`src/rtl/fir_coef_loader.sv`:
```
// Coefficient table that streams its contents, highest index first, into a FIR shift chain.
// Optional readback port enabled by defining FIR_COEF_READBACK_EN.
module fir_coef_loader #(
   parameter int MAX_LEN = 64,
   parameter int COEF_W  = 25,
   localparam int AW     = (MAX_LEN > 1) ? $clog2(MAX_LEN) : 1
) (
   input  logic              clk,
   input  logic              reset,
   input  logic [AW-1:0]     wr_addr,
   input  logic [COEF_W-1:0] wr_data,
   input  logic              wr_en,
   input  logic              start,
   input  logic [31:0]       filt_len,
   output logic [COEF_W-1:0] cfg_din,
   output logic              cfg_ce,
   output logic              busy,
   output logic              done,
   output logic              err
`ifdef FIR_COEF_READBACK_EN
   ,
   input  logic [AW-1:0]     rd_addr,
   output logic [COEF_W-1:0] rd_data
`endif
);

   typedef enum logic [1:0] {IDLE, PRIME, LOAD, FINISH} state_t;

   state_t            state_q, state_d;
   logic [AW-1:0]     cnt_q, cnt_d;
   logic              last_q, last_d;
   logic [COEF_W-1:0] cfg_din_q, cfg_din_d;
   logic              err_q, err_d;
   logic              len_ok;
   logic [COEF_W-1:0] coef_mem [MAX_LEN];

   assign len_ok = (filt_len != 32'd0) && (filt_len <= 32'(MAX_LEN));

   always_ff @(posedge clk) begin
      if (reset) begin
         state_q   <= IDLE;
         cnt_q     <= '0;
         last_q    <= 1'b0;
         cfg_din_q <= '0;
         err_q     <= 1'b0;
      end else begin
         state_q   <= state_d;
         cnt_q     <= cnt_d;
         last_q    <= last_d;
         cfg_din_q <= cfg_din_d;
         err_q     <= err_d;
      end
   end

   // Table contents survive reset on purpose so a reload needs no rewrite.
   always_ff @(posedge clk) begin
      if (state_q == IDLE && wr_en) begin
         coef_mem[wr_addr] <= wr_data;
      end
   end

   always_comb begin
      state_d = state_q;
      case (state_q)
         IDLE:    if (start && len_ok) state_d = PRIME;
         PRIME:   state_d = LOAD;
         LOAD:    if (last_q) state_d = FINISH;
         FINISH:  state_d = IDLE;
         default: state_d = IDLE;
      endcase
   end

   // cfg_din_q doubles as the registered read port; it freezes once entry 0 is fetched.
   always_comb begin
      cnt_d     = cnt_q;
      last_d    = last_q;
      cfg_din_d = cfg_din_q;
      err_d     = 1'b0;
      case (state_q)
         IDLE: begin
            last_d = 1'b0;
            if (start) begin
               if (len_ok) cnt_d = AW'(filt_len - 32'd1);
               else        err_d = 1'b1;
            end
         end
         PRIME, LOAD: begin
            if (state_q == PRIME || !last_q) begin
               cfg_din_d = coef_mem[cnt_q];
               last_d    = (cnt_q == '0);
               if (cnt_q != '0) cnt_d = cnt_q - 1'b1;
            end
         end
         default: ;
      endcase
   end

   always_comb begin
      cfg_din = cfg_din_q;
      cfg_ce  = (state_q == LOAD);
      busy    = (state_q != IDLE);
      done    = (state_q == FINISH);
      err     = err_q;
   end

`ifdef FIR_COEF_READBACK_EN
   logic [COEF_W-1:0] rd_data_q, rd_data_d;

   assign rd_data_d = coef_mem[rd_addr];

   always_ff @(posedge clk) begin
      if (reset) rd_data_q <= '0;
      else       rd_data_q <= rd_data_d;
   end

   assign rd_data = rd_data_q;
`endif

endmodule
```
`config.mk`:
```
export PLATFORM = sky130hd
export DESIGN_NAME = fir_coef_loader
export DESIGN_NICKNAME = d
export VERILOG_FILES = /design/src/rtl/fir_coef_loader.sv
export SDC_FILE = /design/constraint.sdc
export NUM_CORES = 1
export LEC_CHECK = 0
export ABC_AREA = 0
export CORE_MARGIN = 2
export CORE_UTILIZATION = 28
export DETAILED_ROUTE_END_ITERATION = 8
export PLACE_DENSITY = 0.45
export SYNTH_ARGS = -nofsm -noshare
export SYNTH_HDL_FRONTEND = slang
export SYNTH_SLANG_ARGS = --single-unit
```
`constraint.sdc`:
```
create_clock -name clk -period 2.8 [get_ports clk]
set_input_delay 0.28 -clock clk [delete_from_list [all_inputs] [get_ports clk]]
set_output_delay 0.28 -clock clk [all_outputs]
set_load 0.01 [all_outputs]
```
==> results of run 1 <==
==> worst register-to-register path, cell delays in order (launching register included) <==
cell and delay (ps):
dfxtp_4 400, buf_12 150, buf_12 190, buf_12 190
mux4_2 530, mux2i_1 390, a21oi_1 160, buf_4 210
nor4b_2 250, nor3_2 70
==> worst max-delay path by stage <==
| stage | from | to | slack, ps | depth (start not counted) |
|---|---|---|---|---|
| after floorplan | state_q[0] | coef_mem[56][0] | -110 | 7 |
| after global placement | cnt_q[0] | cfg_din[2] | -30 | 8 |
| after detailed placement | cnt_q[0] | cfg_din[2] | -40 | 8 |
| after CTS | cnt_q[0] | cfg_din[5] | -4 | 9 |
| after global routing | cnt_q[2] | cfg_din[1] | 30 | 10 |
| final | state_q[0] | cfg_ce | 120 | 3 |
==> registers in the layout (all words and copies together), names as in the netlist <==
signal,cells
cnt_q,6
cfg_din,25
last_q,1
state_q,2
err,1
coef_mem,1600
==> repair_timing <==
action,CTS,global route
setup buffers,1,4
pin swaps,0,0
hold endpoints to repair,124,0
endpoints found under the setup margin,4,9
hold buffers,9,0
resized for setup,5,0
==> metrics by stage <==
stage	utilization [%]	worst slack, ps	std cells	hold slack, ps
5_1_grt	34.1	27.4	6756	37.6
2_1_floorplan	-	-105	3192	379
3_5_place_dp	31.5	-35.5	6410	497
4_1_cts	34.1	-3.73	6749	16.7
3_3_place_gp	31.5	-31.9	6410	512
6_report	34.1	124	6762	53.7
==> logic make-up after synthesis <==
logic type | Yosys count
AOI/OAI and AO/OA | 306
xor gates and xnor gates | 3
adders and majority gates | 5
buffers and inverters | 193
DFF | 1635
muxes | 678
and+or+nand+nor | 372
==> power by group <==
part	total (uW)	switching (uW)	leakage, uW	internal (uW)
Combinational	937	708	0.00545	229
Clock	23100	9790	0.00279	13300
Sequential	27000	26.1	0.0147	27000
Total	51100	10500	0.0229	40500
==> final cells by class <==
cell class | count | area, um^2 | share of cell area (%)
Antenna cell | 9 | 22.5 | 0.0291
Sequential cell | 1635 | 48800 | 62.9
Clock buffer | 233 | 4760 | 6.14
Timing Repair Buffer | 412 | 4650 | 6.00
Tap cell | 3009 | 3760 | 4.86
Multi-Input combinational cell | 1364 | 14600 | 18.8
Inverter | 4 | 15.0 | 0.0194
Clock inverter | 96 | 980 | 1.26
==> layout by cell type, fill, tap and decap left out, drive strengths merged, types with 35 or more instances in the layout <==
master         instances
edfxtp              1600
mux2i                403
buf                  333
mux4                 250
clkbuf               233
nor2                 157
a22oi                100
a21oi                 81
clkinv                71
clkdlybuf4s50         69
nand3                 57
o22ai                 50
nand2                 35
dfxtp                 35
==> layer usage <==
layer / wire [um] / vias up
li1: - / 14000
met1: 82500 / 17300
met2: 91100 / 734
met3: 7710 / 195
met4: 4110 / 0
met5: 0 / -
==> results.txt, run 1 <==
* Final critical-path share of the clock period: 95.6%
- Data on the critical path arrives at its endpoint at 2400 ps.
- The critical path contains buffers and inverters numbering 2 combined.
* Fraction of the mapped netlist area in compound gates: 3.12%
* Setup repair after global routing missed its margin: no
- Counting flops with an async set or reset pin after synthesis yields a share of 0%.
* Grt total ovfl: 0
- A synthesized cell averages 20.0 um^2.
* Parity-gate share of the synthesized area counting xor and xnor cells: 0.0411%
- Worst r2r src: cnt_q[0]
- Among all stages on the critical path, the largest delay is contributed by clkdlybuf4s50_1.
- Pin count of the biggest net entering global routing: 65
- CTS tree: yes
- Delay of the slowest cell on the worst path: 670 ps
- Final setup violation count: 0
- The worst hold path belongs to the class in2reg.
- Worst-case register-to-register setup slack: 140 ps
* Overall Global Routing Usage: 15.8%
- Summing all placed instances gives a cell area of 71,600 um^2.
* Nets: 3,667
- Worst r2r path cells: 9
- The routed layout has 32,200 vias.
- The commonest cells after synthesis are edfxtp_1 (1,600), mux2i_1 (403), mux4_2 (250).
- The number of global-route vias before repair came to 32,900.
* DIE HEIGHT: 482 um
- Final HPWL from detailed placement: 114 mm
* Number of warnings issued by yosys: 0
- Antenna violations before repair: 12
* Hold path startpoint: wr_data[13]
- The layout has 21,400 filler cells.
* Cell family contributing the most delay on the critical path: buffers and inverters
- Proportion of layout cells with a drive suffix above 1: 26.4%
- Synthesized netlist cell count: 3,192
* Minimum clock period: approximately 2700 ps
- Simple-gate share of the synthesized area: 3.26%
* WL/cell: 27.4 um
* Max FO, Critical Path: 4
- The design draws 51,100 uW.
- Effective utilization at floorplan: 28.2%
- EDFF count, synth: 1,600
* Total negative slack for setup checks: 0 ps
* Cell breakdown of the critical path: inv_1 -> ha_1 -> clkdlybuf4s50_1
- Gpl congestion: 0.779
- By area, the combinational part of the netlist is dominated by multiplexers.
- Buffers on Ports: 95
- Multiplexer cells account for 15.5% of the synthesized area.
* Max-cap violations: 0
- For this run, design rule violations remaining after detail routing come to 0.
- Clock transition at the registers of the reported paths: 60 ps
* Antenna violation net count after detailed routing: 0
- Counting every net in the synthesized netlist gives roughly 3,300.
- Synth Area in Adders: 0.0978%
* Non-Filler Cell Area, Final: 77,500 um^2
* Startpoint class of the critical path: flop
- Die extent in x: a little under 500 um
- Element type at the critical path end: output port
- Actual transition at the worst max-transition pin: 928 ps
- H-tree lvl count: 4
* Netlist Area Pre-Place: 64,000 um^2
- Number of hold violations in the final report: 0
- GR Util met2: 26.2%
- The later pin in the worst-skew pair is clocked with a latency of 810 ps.
- For this run, the top clock speed supported by timing is 374 MHz.
- Terminating pin of the worst hold path: coef_mem[27][13]
- Clock sink total: 1,635
* Most repeated cell in the gate-level netlist after synthesis: edfxtp_1
* Number of vias per cell: 4.76
- For this block, the initial DRC count from the detailed router was about 2,800.
- Met3 routing resource usage after global routing: 2.44%
- The core region is 227,000 um^2.
* Pins Over Slew Limit: 0
- Worst slew slack as a fraction of its limit: 38.1%
- In this run the core area contains about 180 standard-cell rows.
* Flops & latches, synth: 1,635
* Total length of routed wires: 185 mm
- Counting distinct cell types in the post-synthesis netlist gives 54.
* Num ports: 96
- Hold Crit Depth: 1
- Crit path kind: reg2out
* Share of the yosys chip area belonging to registers: 76.2%
* First drt pass iteration count: 7
- TritonCTS created 178 clock buffers.
* Cell types with the largest area share after synthesis: edfxtp_1 (75%), mux4_2 (8.8%), mux2i_1 (6.3%), a22oi_1 (1.2%), dfxtp_1 (1.1%)
* Fraction of met1 tracks used by global routing: 21.5%
- Clock root cell: clkbuf_16
* Cell type contributing the most total cell area after synthesis: edfxtp_1
- GRT busiest layer: met2
- For this run, the leading register cell type out of synthesis is edfxtp_1.
* Run status: completed
- In this run the critical register-to-register path is captured at cfg_din[4].
* Top-area cell type share of the netlist area: 75.1%
- Endpoint required time on the critical path: 2520 ps
* Syn-to-layout area delta: 21.2%
* Power density over the cells: 659 nW/um^2
* Area of the die: roughly 230,000 um^2
* Global-route wire length before repair: 259 mm
* Max Clock Skew: 30.3 ps
- In this run the static leakage power is between 0.02 and 0.025 uW.
* Maximum clock path buffer count: 3
* Maximum vdd ir drop: 0.525 mV
Note: power is estimated with default switching activity, not from simulation.
==> run 2, diff against run 1 <==
--- a/config.mk
+++ b/config.mk
@@ -7,9 +7,9 @@
 export LEC_CHECK = 0
 export ABC_AREA = 0
 export CORE_MARGIN = 2
-export CORE_UTILIZATION = 28
+export CORE_UTILIZATION = 50
 export DETAILED_ROUTE_END_ITERATION = 8
-export PLACE_DENSITY = 0.45
+export PLACE_DENSITY = 0.71
 export SYNTH_ARGS = -nofsm -noshare
 export SYNTH_HDL_FRONTEND = slang
 export SYNTH_SLANG_ARGS = --single-unit
==> results.txt, run 2 (same netlist as run 1, synthesis figures left out) <==
- The detailed placer's ending HPWL was 97.5 mm (-14%).
* CORE AREA: 127,000 um^2 (-44%)
- Clock transition at the registers of the reported paths: 70 ps (about the same)
* Antenna violation net count after detailed routing: 0 (unchanged)
- The count of pins on the block boundary is 96 (unchanged).
* Delay of the slowest cell on the worst path: 530 ps (-140 ps)
- Arrival time at the worst endpoint: 3400 ps (+1000 ps)
* Antenna violations before repair: 6 (-6)
- Number of vias per cell: 6.19 (+30%)
* Gpl congestion: 0.947 (+22%)
- Final setup violation count: 0 (unchanged)
* Fmax: 366 MHz (-2.0%)
* H-tree lvl count: 4 (unchanged)
- The area of all placed cells without fillers came to 74,800 um^2 (-3.5%).
- Effective utilization at floorplan: 50.2% (+22 points)
* Syn-to-layout area delta: 16.9%
* Worst setup slack after layout: 70.1 ps (-54.2 ps)
* Grt total ovfl: 0 (unchanged)
- Leakage: 0.0225 uW (-1.7%)
- The number of global-route vias before repair is 32,800 (-0.27%).
* Cell area reported after detailed placement: 69,300 um^2 (-3.2%)
- Power density over the cells: 654 nW/um^2 (-0.66%)
* Maximum clock path buffer count: 3 (unchanged)
* FP Rows: 131 (-25%)
- Total length of routed wires: 162 mm (-13%)
- The part of the cycle the worst path needs is 97.5% (+1.9 points).
- The post-placement worst setup slack is -76.3 ps (-40.8 ps).
* Number of DRC markers in iteration 0: 4,453 (+60%)
- The die outline area was 131,000 um^2 (-44%).
* Minimum clock period: 2730 ps (+54.2 ps)
- Leaving out fill and tap cells, the most frequent cell in the layout is edfxtp_1.
* Diode insertion count for antenna repair: 0 (-9)
- Clock root cell: clkbuf_16
* Proportion of layout cells with a drive suffix above 1: 25.7% (-0.64 points)
- The height of the die came to 362 um (-25%).
- Cell at the slowest stage of the critical path: mux4_2
- Clock sink total: 1,635 (unchanged)
- The length of the first detailed-routing pass in iterations was 5 (-2).
- The critical path goes through buf_4 -> buf_16 -> mux4_2 -> mux2_2 -> o21ai_1 -> a21oi_1 -> nor4b_2 -> nor3_2.
* Hold WC Path Type: in2reg
- WL/cell: 30.2 um (+10%)
- Max Clock Skew: 22.9 ps (-7.38 ps)
* Run status: completed
- In the layout the commonest cells are edfxtp_1 (1,600), mux2i_1 (402), mux4_2 (250).
- The worst setup path is of the reg2reg kind.
- Insertion delay of the later-clocked pin in the worst-skew pair: 800 ps (about the same)
- The number of maximum-capacitance constraint violations was 0 (unchanged).
* Actual transition at the worst max-transition pin: 1070 ps (+146 ps)
- The number of buffers created by CTS came to 162 (-9.0%).
- The number of flip-flops in the largest register is 1,600 (unchanged).
- Element type at the critical path end: flop
- The maximum vdd ir drop came to 0.715 mV (+36%).
- More flip-flops sit in one register than any other, and that register is coef_mem.
- Vias after detailed routing: 33,100 (+2.8%)
* Nets: 3,629 (-1.0%)
- Hold path startpoint: wr_data[3]
- Global-route wire length before repair: 231 mm (-11%)
- The die width was 362 um (-25%).
- The largest net degree at the start of global routing is 65 (unchanged).
* CTS tree: yes
- The worst endpoint required time was 3470 ps (+950 ps).
- Pins Over Slew Limit: 0 (unchanged)
- The most critical setup path has its startpoint at cnt_q[0].
- Buffers on Ports: 95 (unchanged)
- The worst register-to-register path begins at cnt_q[0].
* Startpoint class of the critical path: flop
- The final hold violation count is 0 (unchanged).
- Worst slew slack as a fraction of its limit: 28.4% (-9.7 points)
* Overall Global Routing Usage: 24.7% (+8.9 points)
* Setup repair after global routing missed its margin: no
- The final routed DRC violation total came to 0 (unchanged).
- The largest fanout of any net on the critical path was 19 (+15).
-- run 2: changes by cell type in the layout (fill, tap and decap cells not counted), sizes merged, moves of 2 or more --
cell / previous run / this run
buf: 333 / 305
bufinv: 14 / 10
clkbuf: 233 / 196
clkinvlp: 3 / 12
diode: 9 / 0
dlygate4sd3: 9 / 12
inv: 12 / 14
-- run 2: final cells by class --
cell class | instances | area [um^2]
Tap cell | 1662 | 2080
Clock buffer | 193 | 4220
Sequential cell | 1635 | 48800
Fill cell | 9038 | 52600
Clock inverter | 104 | 935
Inverter | 4 | 15.0
Multi-Input combinational cell | 1364 | 14400
Timing Repair Buffer | 390 | 4400
-- run 2: what timing repair did --
item | in CTS | in global routing
hold buffers | 12 | 0
buffers inserted | 0 | 4
cloned | 0 | 3
endpoints found under the hold margin | 160 | 0
pin swaps | 1 | 3
endpoints found under the setup margin | 3 | 10
resized for setup | 4 | 10
-- run 2: final timing paths --
kind | to | slack [ps] | depth (start not counted)
setup / recovery | cfg_din[4] | 70 | 8
hold / removal | coef_mem[23][3] | 40 | 1
hold reg to reg | last_q | 510 | 2
setup reg to reg | cfg_din[4] | 70 | 8
-- run 2: stage by stage --
stage / TNS (ps) / total power (uW) / hold WS (ps) / std cells / util (%)
2_1_floorplan: -81560 / 27700 / 379 / 3192 / -
3_3_place_gp: -36.3 / 28300 / 500 / 5036 / 54.4
3_5_place_dp: -83.0 / 28400 / 499 / 5036 / 54.4
4_1_cts: 0 / 49200 / 1.06 / 5345 / 58.6
5_1_grt: 0 / 50100 / 54.6 / 5352 / 58.7
6_report: 0 / 48900 / 43.8 / 5352 / 58.7
-- run 2: report_power, final --
group | switching, uW | internal [uW] | leakage [uW]
clock network | 9290 | 11800 | 0.00249
logic | 642 | 219 | 0.00535
registers | 28.6 | 27000 | 0.0147
-- run 2: worst max-delay path, delay by kind of cell (launching register included) --
kind	cells	cell delay, ps
and+or+nand+nor	2	610
AOI/OAI and AO/OA	2	350
buffers and inverters	2	340
muxes	2	860
DFF	1	440
-- run 2: per-layer routing --
layer | up-vias | part of all wire [%] | global-route usage [%]
met1 | 17300 | 40 | 34.8
met2 | 1613 | 47 | 38.3
met5 | - | 0.11 | 0.666
met4 | 10 | 2.8 | 8.15
met3 | 249 | 10 | 5.80
li1 | 13900 | - | -
